--- config.mk ---
export PLATFORM = sky130hd
export DESIGN_NAME = helper_axis_drain
export DESIGN_NICKNAME = d
export VERILOG_FILES = /design/src/rtl/helper_axis_pkg.sv /design/src/rtl/helper_lfsr16.sv /design/src/rtl/helper_axis_drain.sv
export SDC_FILE = /design/constraint.sdc
export NUM_CORES = 1
export LEC_CHECK = 0
export BUFFER_PORTS_ARGS = -buffer_cell sky130_fd_sc_hd__buf_2
export CAP_MARGIN = 10
export CORE_MARGIN = 5
export CORE_UTILIZATION = 40
export DETAILED_ROUTE_END_ITERATION = 8
export PLACE_DENSITY_LB_ADDON = 0.15
export SLEW_MARGIN = 20
export SYNTH_ARGS = -nofsm -noshare
export SYNTH_HDL_FRONTEND = slang
export SYNTH_SLANG_ARGS = --single-unit
--- constraint.sdc ---
create_clock -name clk -period 1.3 [get_ports clk]
set_input_delay 0.065 -clock clk [delete_from_list [all_inputs] [get_ports clk]]
set_output_delay 0.065 -clock clk [all_outputs]
set_load 0.01 [all_outputs]
--- src/rtl/helper_axis_pkg.sv ---
// rtl/helper_axis_pkg.sv - shared types, constants and checksum step for helper_axis_drain
// Purpose : drain FSM state encoding, backpressure LFSR taps, rotate-left-xor checksum helper.
// Ports   : none (package).
package helper_axis_pkg;

   typedef enum logic [1:0] {
      IDLE = 2'd0,
      RUN  = 2'd1,
      DONE = 2'd2
   } drain_state_t;

   // Galois feedback mask for the 16-bit backpressure LFSR (right-shifting form).
   localparam logic [15:0] LFSR_TAPS = 16'hB400;

   // Widest checksum the helper supports; callers cast down to their own width.
   localparam int CS_MAX = 64;
   localparam logic [CS_MAX-1:0] CS_ONE = {{(CS_MAX-1){1'b0}}, 1'b1};

   // One checksum fold: rotate cur left by one inside 'width' bits, then xor data.
   function automatic logic [CS_MAX-1:0] checksum_step(
      input logic [CS_MAX-1:0] cur,
      input logic [CS_MAX-1:0] data,
      input int unsigned       width
   );
      logic [CS_MAX-1:0] mask;
      logic [CS_MAX-1:0] rot;
      mask = (width >= CS_MAX) ? {CS_MAX{1'b1}} : ((CS_ONE << width) - CS_ONE);
      rot  = ((cur << 1) | (cur >> (width - 1))) & mask;
      return rot ^ (data & mask);
   endfunction

endpackage

--- src/rtl/helper_lfsr16.sv ---
// rtl/helper_lfsr16.sv - 16-bit Galois LFSR with load and advance controls
// Purpose : pseudo-random source for the drain backpressure pattern.
// Ports   : clk, rst (async active-low), load (reload SEED), advance (step once),
//           state (current 16-bit LFSR value).
module helper_lfsr16
   import helper_axis_pkg::*;
#(
   parameter logic [15:0] SEED = 16'hACE1
) (
   input  logic        clk,
   input  logic        rst,
   input  logic        load,
   input  logic        advance,
   output logic [15:0] state
);

   always_ff @(posedge clk or negedge rst) begin
      if (!rst) begin
         state <= SEED;
      end else if (load) begin
         state <= SEED;
      end else if (advance) begin
         state <= {1'b0, state[15:1]} ^ (state[0] ? LFSR_TAPS : 16'h0000);
      end
   end

endmodule

--- src/rtl/helper_axis_drain.sv ---
// rtl/helper_axis_drain.sv - AXIS sink accepting a fixed beat count under LFSR backpressure
// Purpose : drains BEAT_COUNT beats, counts them, folds each into a rotate-xor checksum
//           and raises done when finished.
// Ports   : clk, rst (async active-low), enable (run / pause / re-arm after done),
//           input_valid, input_data (upstream stream), input_ready (registered ready),
//           beats (accepted count), checksum (running fold), done (run complete).
module helper_axis_drain
   import helper_axis_pkg::*;
#(
   parameter int          DATA_WIDTH  = 10,
   parameter int          BEAT_COUNT  = 256,
   parameter int          STALL_LEVEL = 0,
   parameter logic [15:0] LFSR_SEED   = 16'hACE1
) (
   input  logic                            clk,
   input  logic                            rst,
   input  logic                            enable,
   input  logic                            input_valid,
   input  logic [DATA_WIDTH-1:0]           input_data,
   output logic                            input_ready,
   output logic [$clog2(BEAT_COUNT+1)-1:0] beats,
   output logic [DATA_WIDTH-1:0]           checksum,
   output logic                            done
);

   localparam int            BW        = $clog2(BEAT_COUNT + 1);
   localparam logic [BW-1:0] LAST_BEAT = BW'(BEAT_COUNT - 1);
   localparam logic [7:0]    STALL_THR = 8'(STALL_LEVEL);

   drain_state_t state;
   drain_state_t state_next;
   logic [15:0]  lfsr;
   logic         hs;
   logic         last_hs;
   logic         start;
   logic         lfsr_adv;
   logic         pace_ok;
   logic         ready_next;

   assign hs      = input_valid & input_ready;
   assign last_hs = hs & (beats == LAST_BEAT);

   // A zero threshold never stalls; keeping it out of the compare avoids an always-true test.
   generate
      if (STALL_LEVEL == 0) begin : g_no_stall
         assign pace_ok = 1'b1;
      end else begin : g_stall
         assign pace_ok = (lfsr[7:0] >= STALL_THR);
      end
   endgenerate

   helper_lfsr16 #(
      .SEED    (LFSR_SEED)
   ) u_lfsr (
      .clk     (clk),
      .rst     (rst),
      .load    (start),
      .advance (lfsr_adv),
      .state   (lfsr)
   );

   always_ff @(posedge clk or negedge rst) begin
      if (!rst) begin
         state <= IDLE;
      end else begin
         state <= state_next;
      end
   end

   always_comb begin
      state_next = state;
      case (state)
         IDLE:    if (enable)  state_next = RUN;
         RUN:     if (last_hs) state_next = DONE;
         DONE:    if (!enable) state_next = IDLE;
         default: state_next = IDLE;
      endcase
   end

   // Ready is computed one cycle ahead and dropped on the final handshake so the
   // beat count can never pass BEAT_COUNT.
   always_comb begin
      start      = 1'b0;
      lfsr_adv   = 1'b0;
      ready_next = 1'b0;
      case (state)
         IDLE: start = enable;
         RUN: begin
            lfsr_adv   = 1'b1;
            ready_next = enable & pace_ok & ~last_hs;
         end
         default: ;
      endcase
   end

   always_ff @(posedge clk or negedge rst) begin
      if (!rst) begin
         input_ready <= 1'b0;
         done        <= 1'b0;
         beats       <= '0;
         checksum    <= '0;
      end else begin
         input_ready <= ready_next;
         if (start) begin
            beats    <= '0;
            checksum <= '0;
            done     <= 1'b0;
         end else if (hs && state == RUN) begin
            beats    <= beats + BW'(1);
            checksum <= DATA_WIDTH'(checksum_step(CS_MAX'(checksum), CS_MAX'(input_data),
                                                  DATA_WIDTH));
            if (last_hs) begin
               done <= 1'b1;
            end
         end
      end
   end

endmodule
# Word level (Yosys, flattened, before mapping)
# Index checks and enable logic that the tools add are counted.
# op_classes
add_sub_neg	1
n_eq_ne	6
mux	13
bitwise	6
reduce_logical	6
# op_table
operator	n
10-bit 2-to-1 mux	2
9-bit 2-to-1 mux	2
10-bit by 1-bit OR with 10-bit output	1
10-bit XOR	1
9-bit by 1-bit adder with 9-bit output (second input constant)	1
9-bit by 8-bit == test with 1-bit output (second input constant)	1
2-bit 2-to-1 mux	3
2-bit inequality test (second input constant)	3
2-bit case mux with 3 select lines	1
1-bit 2-to-1 mux	5
2-bit nonzero test	2
1-bit bitwise AND	3
3-bit AND reduction	1
2-bit by 1-bit == test with 1-bit output (second input constant)	1
2-bit == test (second input constant)	1
2-bit logical NOT	1
2-bit AND reduction	1
1-bit logical AND	1
1-bit NOT	1
# totals
register_bits	23
inputBits	14
elab_cells	37

# Logic depth before layout (Yosys ltp)
# depth
word_depth	5
ltp_mapped	7
mapped_depth_nobuf	7

# Least setup slack after synthesis
# OpenSTA, ideal clock, no wires.
# synth_path
kind	register to register
from	reg state[1]
to	reg beats[7]
setup_time_ps	78
arrival_ps	1338
t_required_ps	1222
path_slack_ps	-115
path_stages_with_launch	5
period_less_slack_ps	1415
cell_sequence	dfrtp_1 -> nand4b_1 -> buf_2 -> or4_1 -> a21oi_1
# synth_via
elab_chain_cells	3
word_cells_on_any_way	6
# synth_rtl
item	line	source
start: declaration	helper_axis_drain.sv:30	drain_state_t state;
start signal: assignment	helper_axis_drain.sv:66	state <= state_next;
2-bit logical NOT or 2-bit by 1-bit == test with 1-bit output (tied branches)	helper_axis_drain.sv:86, helper_axis_drain.sv:108	
1-bit 2-to-1 mux or 1-bit logical AND (tied branches)	helper_axis_drain.sv:86, helper_axis_drain.sv:108	
9-bit 2-to-1 mux or 2-bit nonzero test (tied branches)	--	
end signal: assignment	helper_axis_drain.sv:109	beats <= beats + BW'(1);
end: declaration	helper_axis_drain.sv:21	output logic [$clog2(BEAT_COUNT+1)-1:0] beats,
# Several ways; a longest one is shown, not always the timed one.
# A chain may end at the register's enable or synchronous reset.

# Worst setup path after layout
# layout_path
from	reg state[1]
to	reg beats[3]
# Same word-level chain as after synthesis.

==> flow_summary.json <==
{
  "area_growth_pct": 40.9,
  "critical_path_class": "reg -> reg",
  "htreeDepth": 1,
  "cpMaxStageDelayCell": "dfrtp_1",
  "critPathRequiredTime_ns": 1.54,
  "drtAntennaViolNets": 0,
  "violations": "negative setup slack",
  "worstHoldPathCells": 3,
  "slowest_delay_ns": 0.40,
  "fill_cells": 248,
  "syn_nets": 115,
  "setup_viol_count_final": 18,
  "crit_chain": "nand4b_1 -> buf_4 -> or3_4 -> a21oi_2",
  "gp_congestion": 0.787,
  "die_w_um": 62.3,
  "r2r_start": "state[1]",
  "synth_edf_count": 0,
  "reg2reg_depth": 4,
  "synth_seq_cells": 23,
  "reg2reg_slack_ns": -0.19,
  "synthFlopType": "dfrtp_1",
  "tightest_slew_ns": 0.541,
  "drive_above_1_share_pct": 47.4,
  "clock-sinks": 23,
  "place_inst": 174,
  "numCtsBuffers": 3,
  "wl_per_cell_um": 14.4,
  "io_pins": 35,
  "rsz0062_at_grt": "yes",
  "first_global_vias": 1040,
  "cap_violations": 0,
  "worstHoldStart": "enable",
  "startpoint_type": "flop",
  "finalWirelength_um": 2660,
  "synth-async-reset-ratio_pct": 100,
  "fin_nets": 171,
  "ir_worst_vdd_v": 0.00101,
  "hold_path.class": "in -> reg",
  "worst-path-buf-inv": 1,
  "max_clock_freq_ghz": 0.671,
  "hold_viol_final": 0,
  "vias": 964,
  "grt_usage_pct": 13.4,
  "post-route-drc-count": 0,
  "rows": 19,
  "synthTopCellsByCount": "dfrtp_1 (23), a22o_1 (10), xor2_1 (10)",
  "first_iter_violations": 31,
  "synth_top_area_share_pct": 52.6,
  "fin_util_pct": 57.4,
  "holdPathEnd": "input_ready",
  "power.total_mw": 2.26,
  "die_area_um2": 3880,
  "syn_inst": 99,
  "grt-ovfl-total": 0,
  "die_h_um": 62.3,
  "avgSynthCellArea_um2": 11.1,
  "clk_pin_slew_ns": 0.13,
  "clock_latency_ns": 0.30,
  "synth_area_leader_cell": "dfrtp_1",
  "critPathCaptureType": "flop",
  "clockBufferDepth": 2,
  "p_leak_nw": 0.765,
  "final_cells": 185,
  "r2r-end": "beats[3]",
  "outcome": "finished, violations left",
  "critPathMaxFanout": 6,
  "cts_root_buf": "clkbuf_4",
  "synth_cell_type_count": 27,
  "crit_family": "simple AND/OR/NAND/NOR gates",
  "initial_core_util_pct": 40.8,
  "powerDensity_nw_per_um2": 1460,
  "firstDrtPassIters": 4,
  "yosys-top-cells-area": "dfrtp_1 (53%), a22o_1 (8.0%), xor2_1 (8.0%), nand2_1 (3.1%), a21oi_1 (2.7%)",
  "grt_pass1_wl_um": 4400,
  "maxSlewViolCount": 0,
  "diodes": 0,
  "synth.most_common_cell": "dfrtp_1",
  "layout_worst_path_cycle_share_pct": 115,
  "core_area_um2": 2690,
  "portBuffers": 34,
  "antenna_found_initial": 0,
  "skew_ns": 0.00698,
  "finalWorstSetupSlack_ns": -0.190,
  "viasPerCell": 5.21,
  "cts_tree": "done",
  "ys_seq_area_share_pct": 52.6,
  "netlist_area_um2": 1090,
  "arrival_ns": 1.73,
  "grt_max_degree": 24,
  "yosys_warnings": 0,
  "layout_min_cycle_time_ns": 1.49,
  "place_hpwl_um": 1780,
  "slew_headroom_pct": 63.9
}
[cell type report]
class	instances	area [µm²]	area share (%)
Clock buffer	4	26.3	1.70
Inverter	2	7.51	0.487
Multi-Input combinational cell	70	557	36.1
Sequential cell	23	576	37.3
Tap cell	31	38.8	2.51
Timing Repair Buffer	55	338	21.9
[per-stage QoR]
step | area (µm²) | setup slack [ns] | hold slack (ns) | setup TNS, ns
2_1_floorplan | 1110 | -0.104 | -0.231 | -1.26
3_3_place_gp | 1390 | -0.0689 | 0.0729 | -0.187
3_5_place_dp | 1390 | -0.114 | 0.0854 | -0.355
4_1_cts | 1460 | -0.139 | 0.0254 | -0.756
5_1_grt | 1540 | -0.266 | 0.0293 | -2.88
6_report | 1540 | -0.190 | 0.0279 | -1.42
[worst max path at each step]
stage | slack [ns] | depth (start not counted) | start | to
finish | -0.19 | 4 | state[1] | beats[3]
global route | -0.27 | 4 | state[1] | beats[3]
CTS | -0.14 | 3 | state[1] | beats[5]
detailed placement | -0.11 | 3 | state[1] | beats[5]
global placement | -0.07 | 3 | state[1] | beats[5]
floorplan | -0.10 | 4 | state[1] | beats[7]
[layer usage]
metal,part of all wire [%],routed length (µm),track usage [%]
met1,46,1230,16.5
met2,49,1290,22.8
met3,4.2,113,2.34
met4,0.86,23,5.57
met5,0,0,0
[cells by family after synthesis]
logic type / after synthesis / synth area share, %
xor+xnor: 11 / 8.80
compound gates: 25 / 15.9
mux: 1 / 0.914
fa+ha+maj: 2 / 2.29
buf+inv: 6 / 2.74
simple gates: 31 / 16.8
flops: 23 / 52.6
[state kept, by name, summed over array words and instances, names as in the netlist]
| name | cells |
|---|---|
| done | 1 |
| checksum | 10 |
| state | 2 |
| beats | 9 |
| input_ready | 1 |
[what timing repair did]
action | CTS | global route
pin swaps | 8 | 6
buffers inserted | 2 | 3
endpoints found under the setup margin | 20 | 22
gates resized for setup | 3 | 14
hold buffers | 2 | 0
hold endpoints to repair | 24 | 0
gates cloned | 0 | 1
[cells in the final DEF, fill, tap and decap left out, types with 2 or more instances in the layout]
cell / netlist / routed
inv_1: 2 / 2
nand3_1: 3 / 3
xor2_1: 10 / 10
dlygate4sd3_1: 0 / 2
nand4_1: 3 / 3
dfrtp_1: 23 / 23
nor2_1: 4 / 4
buf_2: 3 / 35
a21oi_1: 6 / 2
o31ai_1: 3 / 2
a22o_1: 10 / 10
or3_4: 0 / 2
clkbuf_4: 0 / 3
buf_6: 0 / 2
nand2_1: 9 / 8
buf_4: 1 / 16
or4_1: 3 / 2
a21oi_2: 0 / 4
o21ai_0: 4 / 2
[power breakdown]
part / total, mW / internal (mW) / switching [mW]
Clock: 0.323 / 0.119 / 0.203
Combinational: 0.880 / 0.468 / 0.412
Sequential: 1.05 / 0.881 / 0.173
[tightest hold or removal path: cells and delay by family]
kind | cells | cell delay, ns
compound gates | 1 | 0.04
simple gates | 1 | 0.08
buf+inv | 1 | 0.13
Note: power is estimated with default switching activity, not from simulation.
